[config.mk]
export PLATFORM = sky130hd
export DESIGN_NAME = mag_window_stats
export DESIGN_NICKNAME = d
export VERILOG_FILES = /design/src/rtl/mag_stats_pkg.sv /design/src/rtl/mag_window_buf.sv /design/src/rtl/mag_window_stats.sv
export SDC_FILE = /design/constraint.sdc
export NUM_CORES = 1
export LEC_CHECK = 0
export CAP_MARGIN = 20
export CORE_AREA = 2 2 131 133
export CTS_CLUSTER_SIZE = 16
export DETAILED_ROUTE_END_ITERATION = 12
export DIE_AREA = 0 0 133 135
export GPL_TIMING_DRIVEN = 0
export PLACE_DENSITY = 0.5
export RECOVER_POWER = 25
export SETUP_SLACK_MARGIN = 0.2
export SLEW_MARGIN = 20
export SYNTH_ARGS = -nofsm -noshare
export SYNTH_HDL_FRONTEND = slang
export SYNTH_SLANG_ARGS = --single-unit
[constraint.sdc]
create_clock -name clk -period 9.81 [get_ports clk]
set_input_delay 0.981 -clock clk [delete_from_list [all_inputs] [get_ports clk]]
set_output_delay 0.981 -clock clk [all_outputs]
set_load 0.01 [all_outputs]
[src/rtl/mag_stats_pkg.sv]
// Shared types and default constants for the magnitude engine and its window statistics stage.
// Latency: n/a (package only).
// Backpressure: n/a (package only).
package mag_stats_pkg;

    localparam int DATA_W_DEF   = 8;
    localparam int LOG2_WIN_DEF = 3;
    localparam int THR_HI_DEF   = 200;
    localparam int THR_LO_DEF   = 180;

    typedef enum logic [1:0] {
        EMPTY = 2'd0,
        FILL  = 2'd1,
        RUN   = 2'd2
    } state_t;

endpackage

[src/rtl/mag_window_buf.sv]
// Circular buffer of the last 2**LOG2_WIN magnitude samples; read port shows the oldest entry.
// Latency: write lands at the clock edge; read of the slot under wr_ptr is combinational.
// Backpressure: none, a write is taken whenever wr_en is high.
// Ports: clk, rst (sync, active-high), flush (rewind pointer), wr_en/wr_data (write port),
//        rd_data (entry at wr_ptr, i.e. the sample about to be overwritten).
module mag_window_buf
    import mag_stats_pkg::*;
#(
    parameter int DATA_W   = DATA_W_DEF,
    parameter int LOG2_WIN = LOG2_WIN_DEF
) (
    input  logic              clk,
    input  logic              rst,
    input  logic              flush,
    input  logic              wr_en,
    input  logic [DATA_W-1:0] wr_data,
    output logic [DATA_W-1:0] rd_data
);

    localparam logic [LOG2_WIN-1:0] PTR_ONE = 1;

    logic [DATA_W-1:0]   mem [2**LOG2_WIN];
    logic [LOG2_WIN-1:0] wr_ptr;

    always_ff @(posedge clk) begin
        if (rst || flush) begin
            wr_ptr <= '0;
        end else if (wr_en) begin
            wr_ptr <= wr_ptr + PTR_ONE;  // wraps naturally at 2**LOG2_WIN
        end
    end

    // Storage is never reset: the top only consumes rd_data once the window is full.
    always_ff @(posedge clk) begin
        if (wr_en) begin
            mem[wr_ptr] <= wr_data;
        end
    end

    assign rd_data = mem[wr_ptr];

endmodule

[src/rtl/mag_window_stats.sv]
// Sliding-window mean, running max/min and hysteretic mean alarm over 8-bit magnitudes.
// Latency: max/min 1 cycle after accept; avg_out/avg_valid/alarm 2 edges (one cycle after the sum).
// Backpressure: none; samples are dropped while ena=0 or clear=1.
// Ports: clk, rst (sync, active-high), ena, clear, in_valid/in_data (sample in),
//        avg_out/avg_valid (window mean), max_out/min_out, full, alarm.
module mag_window_stats
    import mag_stats_pkg::*;
#(
    parameter int DATA_W   = DATA_W_DEF,
    parameter int LOG2_WIN = LOG2_WIN_DEF,
    parameter int THR_HI   = THR_HI_DEF,
    parameter int THR_LO   = THR_LO_DEF
) (
    input  logic              clk,
    input  logic              rst,
    input  logic              ena,
    input  logic              clear,
    input  logic              in_valid,
    input  logic [DATA_W-1:0] in_data,
    output logic [DATA_W-1:0] avg_out,
    output logic              avg_valid,
    output logic [DATA_W-1:0] max_out,
    output logic [DATA_W-1:0] min_out,
    output logic              full,
    output logic              alarm
);

    localparam int SUM_W = DATA_W + LOG2_WIN;
    localparam logic [LOG2_WIN:0]   CNT_ONE  = 1;
    localparam logic [LOG2_WIN:0]   CNT_LAST = (LOG2_WIN + 1)'((2**LOG2_WIN) - 1);
    localparam logic [DATA_W-1:0]   THR_HI_V = DATA_W'(THR_HI);
    localparam logic [DATA_W-1:0]   THR_LO_V = DATA_W'(THR_LO);

    state_t              state;
    logic [SUM_W-1:0]    sum;
    logic [LOG2_WIN:0]   fill_cnt;
    logic                avg_pend;   // a sample was accepted; its mean is due at the next enabled edge
    logic                accept;
    logic                flush;
    logic [DATA_W-1:0]   oldest;
    logic [DATA_W-1:0]   old_term;
    logic [SUM_W-1:0]    sum_nxt;
    logic [DATA_W-1:0]   avg_nxt;

    assign accept = in_valid && ena && !clear;
    assign flush  = ena && clear;

    mag_window_buf #(
        .DATA_W   (DATA_W),
        .LOG2_WIN (LOG2_WIN)
    ) u_buf (
        .clk     (clk),
        .rst     (rst),
        .flush   (flush),
        .wr_en   (accept),
        .wr_data (in_data),
        .rd_data (oldest)
    );

    // Until the window is full, nothing is evicted, so the buffer slot is not subtracted.
    assign old_term = (state == RUN) ? oldest : '0;
    assign sum_nxt  = sum + SUM_W'(in_data) - SUM_W'(old_term);
    assign avg_nxt  = sum[SUM_W-1:LOG2_WIN];

    always_ff @(posedge clk) begin
        if (rst) begin
            state     <= EMPTY;
            sum       <= '0;
            fill_cnt  <= '0;
            avg_pend  <= 1'b0;
            avg_out   <= '0;
            avg_valid <= 1'b0;
            max_out   <= '0;
            min_out   <= '1;
            full      <= 1'b0;
            alarm     <= 1'b0;
        end else if (!ena) begin
            // Everything freezes; a pending mean update stays pending.
            avg_valid <= 1'b0;
        end else if (clear) begin
            // Same as reset except the alarm, which keeps its last decision.
            state     <= EMPTY;
            sum       <= '0;
            fill_cnt  <= '0;
            avg_pend  <= 1'b0;
            avg_out   <= '0;
            avg_valid <= 1'b0;
            max_out   <= '0;
            min_out   <= '1;
            full      <= 1'b0;
        end else begin
            avg_valid <= 1'b0;
            if (avg_pend && full) begin
                avg_out   <= avg_nxt;
                avg_valid <= 1'b1;
                if (avg_nxt >= THR_HI_V) begin
                    alarm <= 1'b1;
                end else if (avg_nxt <= THR_LO_V) begin
                    alarm <= 1'b0;
                end
            end
            avg_pend <= in_valid;
            if (in_valid) begin
                sum <= sum_nxt;
                if (in_data > max_out) max_out <= in_data;
                if (in_data < min_out) min_out <= in_data;
                case (state)
                    EMPTY: begin
                        state    <= FILL;
                        fill_cnt <= CNT_ONE;
                    end
                    FILL: begin
                        fill_cnt <= fill_cnt + CNT_ONE;
                        if (fill_cnt == CNT_LAST) begin
                            state <= RUN;
                            full  <= 1'b1;
                        end
                    end
                    RUN: begin
                        state <= RUN;
                    end
                    default: begin
                        state <= EMPTY;
                    end
                endcase
            end
        end
    end

endmodule

# Yosys cells after proc, flatten, opt, wreduce, memory -nomap -nowiden
# Memory sizes are Yosys's and may differ from the RTL's. A register that Yosys moved wholly into a read port is not among the register bits.
# Cells that the tools add are included.
op_classes:
  add_sub_neg: 4
  eq_ne: 4
  bitwise: 2
  reduce_logical: 24
  magnitude_cmp: 4
  muxes: 30
op_table:
  columns: ["operator", "count"]
  rows:
  - ["2-to-1 mux 8 bit", 9]
  - ["2-to-1 mux 11 bit", 2]
  - ["nonzero test 2 bit", 7]
  - ["AND reduction 3 bit", 4]
  - ["adder 11 x 8 -> 11 bit", 1]
  - ["subtractor 11 x 8 -> 11 bit", 1]
  - ["2-to-1 mux 1 bit", 10]
  - ["greater-or-equal comparator 8 bit (second input constant)", 1]
  - ["> comparator 8 bit", 1]
  - ["<= comparator 8 bit (second input constant)", 1]
  - ["< comparator 8 bit", 1]
  - ["2-to-1 mux 4 bit", 2]
  - ["one-hot mux 4 bit (2 select lines)", 1]
  - ["AND reduction 4 bit", 2]
  - ["2-to-1 mux 2 bit", 3]
  - ["2-to-1 mux 3 bit", 2]
  - ["one-hot mux 2 bit (3 select lines)", 1]
  - ["adder 4 x 1 -> 4 bit (second input constant)", 1]
  - ["equality test 4 x 3 -> 1 bit (second input constant)", 1]
  - ["logical AND 1 bit", 4]
  - ["AND reduction 2 bit", 2]
  - ["adder 3 x 1 -> 3 bit (second input constant)", 1]
  - ["inequality test 3 bit (second input constant)", 1]
  - ["nonzero test 3 bit", 1]
  - ["7 further kinds", 8]
word_totals:
  out_inout_bits: 27
  n_memories: 1
  ramBits: 64
  elab_cells: 80
  input_bits: 13
  register_bits: 48
mem_list:
  columns: ["memory", "depth", "width", "rd", "rd_clocked_by_memory_dff", "wr", "line", "text"]
  rows:
  - ["u_buf.mem", 8, 8, 1, 1, 1, "mag_window_buf.sv:22", "logic [DATA_W-1:0] mem [2**LOG2_WIN];"]

# Longest topological paths before layout
# Gate-level depths: netlist (run 1).
depth:
  word_depth: 5
  mapped_depth: 15
  mapped_depth_nobuf: 13

# Modules after synthesis
# A second synthesis (run 1) with hierarchy kept.
unflattened:
  cells_unflattened: 465
  hier_area_um2: 5621.6
modules_own_cells:
  columns: ["module", "cells_each", "area_per_inst_um2", "seq_area_each_um2", "n_inst"]
  rows:
  - ["mag_window_stats", 344, 2899.0, 900.9, 1]
  - ["mag_window_buf", 121, 2722.6, 2042.0, 1]

# Worst setup path before layout (run 1)
# OpenSTA, ideal clock, no wires.
synth_timing:
  kind: "register -> register"
  start: "reg (tool-made name)"
  end: "reg sum[6]"
  path_slack_ps: 6580
  path_stages_with_launch: 16
  setup_time_ps: 117
  t_arrival_ps: 3113
  required_ps: 9693
  n_path_buf: 2
  synth_period_minus_slack_ps: 3230
  path_cell_list: "dfxtp_1 -> buf_4 -> buf_6 -> mux4_2 -> mux2i_1 -> nor2b_1 -> ha_1 -> inv_1 -> ha_1 -> inv_1 -> fa_1 -> nand2b_1 -> a21oi_1 -> o21a_1 -> o21ai_0 -> a32o_1"
synth_lines:
  columns: ["item", "line", "text"]
  rows:
  - ["end signal, assigned", "mag_window_stats.sv:104", "sum <= sum_nxt;"]
  - ["end, declared", "mag_window_stats.sv:35", "logic [SUM_W-1:0] sum;"]

==> results.md, run 1 <==
- Run status: finished, final reports clean
- Post-synth top area cell: sky130_fd_sc_hd__edfxtp_1
- Number of fillers in the final layout: between 1,500 and 2,000
- Number of antenna cells inserted: 0
- Number of detailed-routing iterations run before antenna repair: 4
- Number of buffers inserted during clock tree synthesis: 17
- Starting density of the core: between 30% and 40%
- Netlist area before placement: approximately 0.0057 mm^2
- Crit-path max FO: 10
- Io pins: 40
- Cells on worst reg2reg path: 15
- IR Drop Worst-Case VDD: 0.0000856 V
- Fmax: about 0.26 GHz
- Total routed wirelength: roughly 12,000 um
- # clock sinks: roughly 120
- Share of total power in sequential cells: 41.5%
- Residual overflow from global routing: 0
- Register-to-Register Setup Slack: around 6000 ps
- Dominant combinational cell family by area after synthesis: simple AND/OR/NAND/NOR gates
- Post-place setup slack: roughly 5700 ps
- Hold Vio Cnt, Final: 0
- Net count reported at finish: 592
- Adder-cell share of the synthesized area: around a tenth
- Count of input and output buffers: 37
- Synth top area cells: sky130_fd_sc_hd__edfxtp_1, sky130_fd_sc_hd__dfxtp_1, sky130_fd_sc_hd__ha_1
- Tightest Pin Transition: around 850 ps
- Worst setup path endpoint: sum[6]$_SDFFE_PP0P_
- Remaining routing DRC violations: 0
- Compound-cell area share of the yosys netlist: just under 10%
- Clock transition at the register clock pins on the worst setup and hold paths after CTS: 60 ps
- Proportion of synthesized flip-flops having asynchronous set or reset: 0%
- Number of standard-cell rows in the floorplan: between 40 and 50
- Antenna viol nets, final: 0
- Worst clock skew: roughly 11 ps
- Overall Global Routing Usage: between 10% and 20%
- Count of different cell masters after synthesis: between 50 and 60
- R2R Path End: sum[6]$_SDFFE_PP0P_
- Seq/Total Area, Yosys: 52.1%
- Share of total power consumed by net switching: between 20% and 30%
- Number of enable flip-flop cells after synthesis: 64
- Final number of max-transition violations: 0
- Core area: about 0.016 mm^2
- Required @ worst endpoint: slightly above 10,000 ps
- Worst setup EP type: flop
- Synthesized net count: 535
- Final period util: 38.6%
- Part of the total power dissipated in combinational logic: under 10%
- Non-filler instance count after layout: 770
- Critical path type: flop to flop
- Via density: 4.79
- Max-Cap Viols: 0
- Post-route minimum period: around 3800 ps
- Net switching component of the power: ~0.3 mW
- Post-cts hold buffer count: 0
- Clock tree buffer depth: 2
- Post-route setup slack: 6020 ps
- Skew-Pair Late Insertion Delay: roughly 420 ps
- Post-CTS sizing: 0
- CP Data Arrival Time: 4090 ps
- Root buffer selected by CTS: sky130_fd_sc_hd__clkbuf_16
- Fraction of post-synthesis cell area in the top cell type by area: approximately 34%
- Gp weighted congestion: around 0.8
- Sequential Area: between 0.002 and 0.003 mm^2
- Prevailing post-synth register cell: sky130_fd_sc_hd__edfxtp_1
- Simple-gate share of the synthesized area: between 10% and 20%
- Number of H-tree levels: 4
- Max-slew headroom: between 40% and 50%
- Multi-input gate area in the final layout: between 0.002 and 0.0025 mm^2
- Reported leakage power: 2.60 nW
- Clk network pwr share: between 40 and 50%
- Power per cell area: ~180 mW/mm^2
- Area growth syn-to-layout: 22.5%
- Setup repair after global routing missed its margin: no
- Clock tree from TritonCTS: done
- Commonest cells after routing, fill and taps aside: sky130_fd_sc_hd__edfxtp_1, sky130_fd_sc_hd__inv_1, sky130_fd_sc_hd__dfxtp_1, sky130_fd_sc_hd__nor2_1, sky130_fd_sc_hd__nand2_1
- Synth warn: 0
- Internal cell power: between 0.9 and 1 mW
- Synth Area in XOR/XNOR: 0.620%
- Proportion of layout cells with a drive suffix above 1: between 10% and 20%
- Half-perimeter wire length after placement: 8740 um
- Maximum number of pins on one net before global-route repair: 17
- Mux share of post-synthesis cell area: ~11%
- TNS Setup: 0 ps
- Vias post-DR: roughly 3,700
- Initial antenna violation count: 0
- Most common cell after layout, fill and taps aside: sky130_fd_sc_hd__edfxtp_1
- Setup crit start kind: flop
- Post-CTS setup repair buffer count: 0
- Post-Synthesis Cells: 481
- Flop and latch count out of synthesis: 115
- Global-route wire length before repair: ~20,000 um
- Number of violations reported at the end of detailed-routing iteration 0: 141
- DIE AREA: between 0.015 and 0.02 mm^2
- Horizontal die dimension: 133 um
- Setup violation total in the final timing report: 0
- Via count of the first global-routing pass: 3,797
- Average cell area after synthesis: roughly 12 um^2
- Routed wirelength normalized by instance count: between 15 and 20 um
- Min-delay worst type: flop to flop
- Die height: approximately 140 um
- Total instance count after detailed placement: approximately 740
[sequential cells by signal, summed over array words and instances, names as in the netlist, named ones only]
name / count
avg_pend: 1
max_out: 8
alarm: 1
fill_cnt: 4
min_out: 8
state: 2
u_buf.mem: 64
avg_out: 8
u_buf.wr_ptr: 3
avg_valid: 1
full: 1
sum: 11
[cells in the mapped netlist, types with 3 or more instances]
master	n
sky130_fd_sc_hd__nand2_1	35
sky130_fd_sc_hd__nand2b_1	9
sky130_fd_sc_hd__o21ai_1	7
sky130_fd_sc_hd__clkbuf_1	6
sky130_fd_sc_hd__nor3_1	5
sky130_fd_sc_hd__o21ai_2	3
sky130_fd_sc_hd__o21ai_0	11
sky130_fd_sc_hd__o21a_1	3
sky130_fd_sc_hd__a22o_1	9
sky130_fd_sc_hd__a21oi_1	20
sky130_fd_sc_hd__buf_2	3
sky130_fd_sc_hd__nor2_1	46
sky130_fd_sc_hd__a21o_1	4
sky130_fd_sc_hd__buf_4	4
sky130_fd_sc_hd__mux2i_1	25
sky130_fd_sc_hd__a211oi_1	3
sky130_fd_sc_hd__edfxtp_1	64
sky130_fd_sc_hd__nor2b_1	14
sky130_fd_sc_hd__nand3_1	4
sky130_fd_sc_hd__ha_1	33
sky130_fd_sc_hd__fa_1	8
sky130_fd_sc_hd__xor2_1	3
sky130_fd_sc_hd__nor4_1	3
sky130_fd_sc_hd__dfxtp_1	51
sky130_fd_sc_hd__mux4_2	16
sky130_fd_sc_hd__a22oi_1	3
sky130_fd_sc_hd__inv_1	54
[routing by layer]
layer	part of all wire, %	GRT usage, %	up-vias
li1	-	-	1825
met3	2.7	3.30	19
met4	2.2	7.11	0
met2	49	24.8	58
met5	0	0	-
met1	46	18.2	1789
[power groups by stage]
| stage | logic (mW) | clock network [mW] | registers (mW) |
|---|---|---|---|
| 2_1_floorplan | 0.0803 | 0 | 0.529 |
| 3_3_place_gp | 0.115 | 0 | 0.530 |
| 3_5_place_dp | 0.117 | 0 | 0.530 |
| 4_1_cts | 0.118 | 0.631 | 0.520 |
| 5_1_grt | 0.131 | 0.651 | 0.521 |
| 6_report | 0.116 | 0.619 | 0.520 |
[worst min-delay path by stage]
stage                     cells after the start  slack, ps                        to                     start
after detailed placement                      1        460   avg_out[1]$_SDFFE_PP0P_   avg_out[1]$_SDFFE_PP0P_
after global routing                          1        480   avg_out[1]$_SDFFE_PP0P_   avg_out[1]$_SDFFE_PP0P_
after CTS                                     1        480   avg_out[1]$_SDFFE_PP0P_   avg_out[1]$_SDFFE_PP0P_
after floorplan                               2        450  fill_cnt[3]$_SDFFE_PP0P_  fill_cnt[3]$_SDFFE_PP0P_
final                                         1        470   avg_out[1]$_SDFFE_PP0P_   avg_out[1]$_SDFFE_PP0P_
after global placement                        1        460   avg_out[6]$_SDFFE_PP0P_   avg_out[6]$_SDFFE_PP0P_
[critical path, cell delays in order, from the launching register on]
cell,delay (ps)
sky130_fd_sc_hd__dfxtp_1,300
sky130_fd_sc_hd__clkbuf_1,370
sky130_fd_sc_hd__buf_2,370
sky130_fd_sc_hd__mux4_2,380
sky130_fd_sc_hd__mux2i_1,170
sky130_fd_sc_hd__nor2b_1,80
sky130_fd_sc_hd__ha_1,270
sky130_fd_sc_hd__inv_1,50
sky130_fd_sc_hd__ha_1,210
sky130_fd_sc_hd__inv_1,70
sky130_fd_sc_hd__fa_1,390
sky130_fd_sc_hd__nand2b_1,190
sky130_fd_sc_hd__a21oi_1,310
sky130_fd_sc_hd__o21a_1,170
sky130_fd_sc_hd__o21ai_0,70
sky130_fd_sc_hd__a32o_1,260
[final cells by class]
cell class / instances / area share (%)
buffer: 15 / 1.19
timing repair buffer: 38 / 5.46
inverter: 54 / 2.93
multi-input combinational: 297 / 35.4
clock inverter: 13 / 2.33
tap: 220 / 3.98
sequential: 115 / 42.5
clock buffer: 18 / 6.20
[cells by family after synthesis]
logic type | Yosys count
and+or+nand+nor | 133
DFF | 115
AOI/OAI and AO/OA | 78
buffers and inverters | 69
muxes | 41
adders and majority gates | 41
xor gates and xnor gates | 4
[per-stage QoR]
stage               total power, mW  utilization, %  instance area (um^2)  hold WS, ps
floorplan                     0.610               -                  5650          445
global placement              0.646            38.4                  6300          462
detailed placement            0.648            38.6                  6330          458
CTS                            1.27            42.2                  6920          477
global route                   1.30            42.2                  6920          485
finish                         1.25            42.2                  6920          469
No activity file was read; power rests on OpenSTA's default activity.
==> run 2: changes to the inputs <==
==> constraint.sdc (replaced) <==
create_clock -name clk -period 3.9 [get_ports clk]
set_input_delay 0.39 -clock clk [delete_from_list [all_inputs] [get_ports clk]]
set_output_delay 0.39 -clock clk [all_outputs]
set_load 0.01 [all_outputs]
==> run 2 against run 1 <==
Against the previous run: first-iteration DRC count unchanged; worst setup slack worse by 5600 ps; highest routed layer unchanged; flip-flop and latch count unchanged; total power grew to 2.5 times the previous value; cell count did not move; worst hold slack worse by 130 ps; via count rose by 0.27%.
==> results.md, run 2 (synthesized netlist as in run 1, its figures left out) <==
- Run status: finished, final reports clean
- Reported leakage power: 2.60 nW (+0.26%)
- Overall Global Routing Usage: 14.8% (unchanged)
- Number of antenna cells inserted: 0 (unchanged)
- CP Data Arrival Time: 3800 ps (-290 ps)
- Post-route minimum period: 3470 ps (-316 ps)
- Tightest Pin Transition: 848 ps (+2.72 ps)
- Area growth syn-to-layout: 23.0%
- Setup violation total in the final timing report: 0 (unchanged)
- Post-CTS sizing: 1 (+1)
- Core area: 0.0164 mm^2 (unchanged)
- Starting density of the core: 34.4% (unchanged)
- Number of buffers inserted during clock tree synthesis: 17 (unchanged)
- # clock sinks: 115 (unchanged)
- Crit-path max FO: 10 (unchanged)
- Remaining routing DRC violations: 0 (unchanged)
- Required @ worst endpoint: 4220 ps (-5890 ps)
- Number of H-tree levels: 4 (unchanged)
- Routed wirelength normalized by instance count: 16.1 um (+0.19%)
- Biggest regs: u_buf.mem: 64 flops, sum: 11 flops
- Commonest cells after routing, fill and taps aside: sky130_fd_sc_hd__edfxtp_1, sky130_fd_sc_hd__inv_1, sky130_fd_sc_hd__dfxtp_1, sky130_fd_sc_hd__nor2_1, sky130_fd_sc_hd__nand2_1
- Number of standard-cell rows in the floorplan: 47 (unchanged)
- Global-route wire length before repair: 19,900 um (unchanged)
- Net count reported at finish: 592 (unchanged)
- Power per cell area: 455 mW/mm^2 (+150%)
- Setup repair after global routing missed its margin: no
- Root buffer selected by CTS: sky130_fd_sc_hd__clkbuf_16
- Max FFs per register: 64 (unchanged)
- Fraction of the core area covered by cells at the end of the flow: 42.3% (+0.17 points)
- Number of detailed-routing iterations run before antenna repair: 4 (unchanged)
- Final period util: 89.0% (+50 points)
- Die height: 135 um (unchanged)
- Cell-by-cell listing of the critical path: buf_6, buf_12, mux4_2, mux2i_1, nor2b_1, fa_1, inv_1, ha_1, a211oi_4, o21ai_2, and3_4, o31a_1, o31ai_1
- Half-perimeter wire length after placement: 8740 um (unchanged)
- Worst setup EP type: flop
- DIE AREA: 0.0180 mm^2 (unchanged)
- Number of violations reported at the end of detailed-routing iteration 0: 141 (unchanged)
- Max-slew headroom: 43.3% (-0.18 points)
- Residual overflow from global routing: 0 (unchanged)
- Skew-Pair Late Insertion Delay: 420 ps (about the same)
- Hold Vio Cnt, Final: 0 (unchanged)
- Io pins: 40 (unchanged)
- Count of input and output buffers: 37 (unchanged)
- Register-to-Register Setup Slack: 430 ps (-5590 ps)
- Post-route setup slack: 428 ps (-5590 ps)
- TNS Setup: 0 ps (unchanged)
- Worst path max stage delay: 540 ps (+150 ps)
- Min-delay worst type: input port to flop
- Max-Cap Viols: 0 (unchanged)
- Final number of max-transition violations: 0 (unchanged)
- Clock transition at the register clock pins on the worst setup and hold paths after CTS: 60 ps (about the same)
- Post-CTS setup repair buffer count: 0 (unchanged)
- Via count of the first global-routing pass: 3,797 (unchanged)
- Via density: 4.81 (+0.27%)
- Antenna viol nets, final: 0 (unchanged)
- Total routed wirelength: 12,400 um (+0.19%)
- Fmax: 0.288 GHz (+9.1%)
- Post-cts hold buffer count: 0 (unchanged)
- Gp weighted congestion: 0.789 (unchanged)
- Clock tree from TritonCTS: done
- Slowest cell on the critical path: sky130_fd_sc_hd__fa_1
- Largest register by flop count: u_buf.mem
- Setup crit start kind: flop
- Vias post-DR: 3,701 (+0.27%)
- Clock tree buffer depth: 2 (unchanged)
- Initial antenna violation count: 0 (unchanged)
- Maximum number of pins on one net before global-route repair: 17 (unchanged)
- Worst clock skew: 10.8 ps (-0.261 ps)
- Post-place setup slack: 115 ps (-5580 ps)
- Proportion of layout cells with a drive suffix above 1: 13.8% (+0.36 points)
- Horizontal die dimension: 133 um (unchanged)
- Critical path type: flop to flop
- IR Drop Worst-Case VDD: 0.000215 V (+150%)
- Most common cell after layout, fill and taps aside: sky130_fd_sc_hd__edfxtp_1
==> run 2: report_power, final <==
group / total (mW) / internal (mW) / switching, mW
sequential: 1.31 / 1.29 / 0.0135
combinational: 0.297 / 0.124 / 0.173
clock: 1.56 / 0.998 / 0.558
total: 3.16 / 2.42 / 0.744
==> run 2: through the flow <==
step                      hold WS [ps]  std cells  area, um^2  total power, mW
final                              343        770        6950             3.16
after global routing               371        770        6950             3.28
after CTS                          327        770        6920             3.19
after detailed placement           458        739        6330             1.63
after global placement             462        738        6300             1.62
after floorplan                    445        481        5650             1.53
==> run 2: layer usage <==
metal	routed length (um)	track usage [%]	up-vias
met1	5690	18.2	1793
li1	-	-	1825
met3	349	3.30	19
met5	0	0	-
met4	269	7.11	0
met2	6080	24.8	64
==> run 2: final timing paths <==
kind	from	to	cells past startpoint
max	flop	sum[9]$_SDFFE_PP0P_	13
min	ena	avg_pend$_SDFFE_PP0P_	3
max reg2reg	flop	sum[9]$_SDFFE_PP0P_	13
min reg2reg	avg_out[1]$_SDFFE_PP0P_	avg_out[1]$_SDFFE_PP0P_	1
==> run 2: area by class of cell <==
class | instances | area [um^2]
fill | 1554 | 9460
sequential | 115 | 2940
multi-input combinational | 297 | 2460
clock buffer | 18 | 429
timing repair buffer | 38 | 378
tap | 220 | 275
inverter | 54 | 203
clock inverter | 13 | 161
buffer | 15 | 98.8
==> run 2: critical path: cells and delay by family, from the launching register on <==
family          cells  cell delay (ps)
compound gates      4              860
fa+ha+maj           2              870
buf+inv             3              380
flops               1              320
mux                 2              690
simple gates        2              240
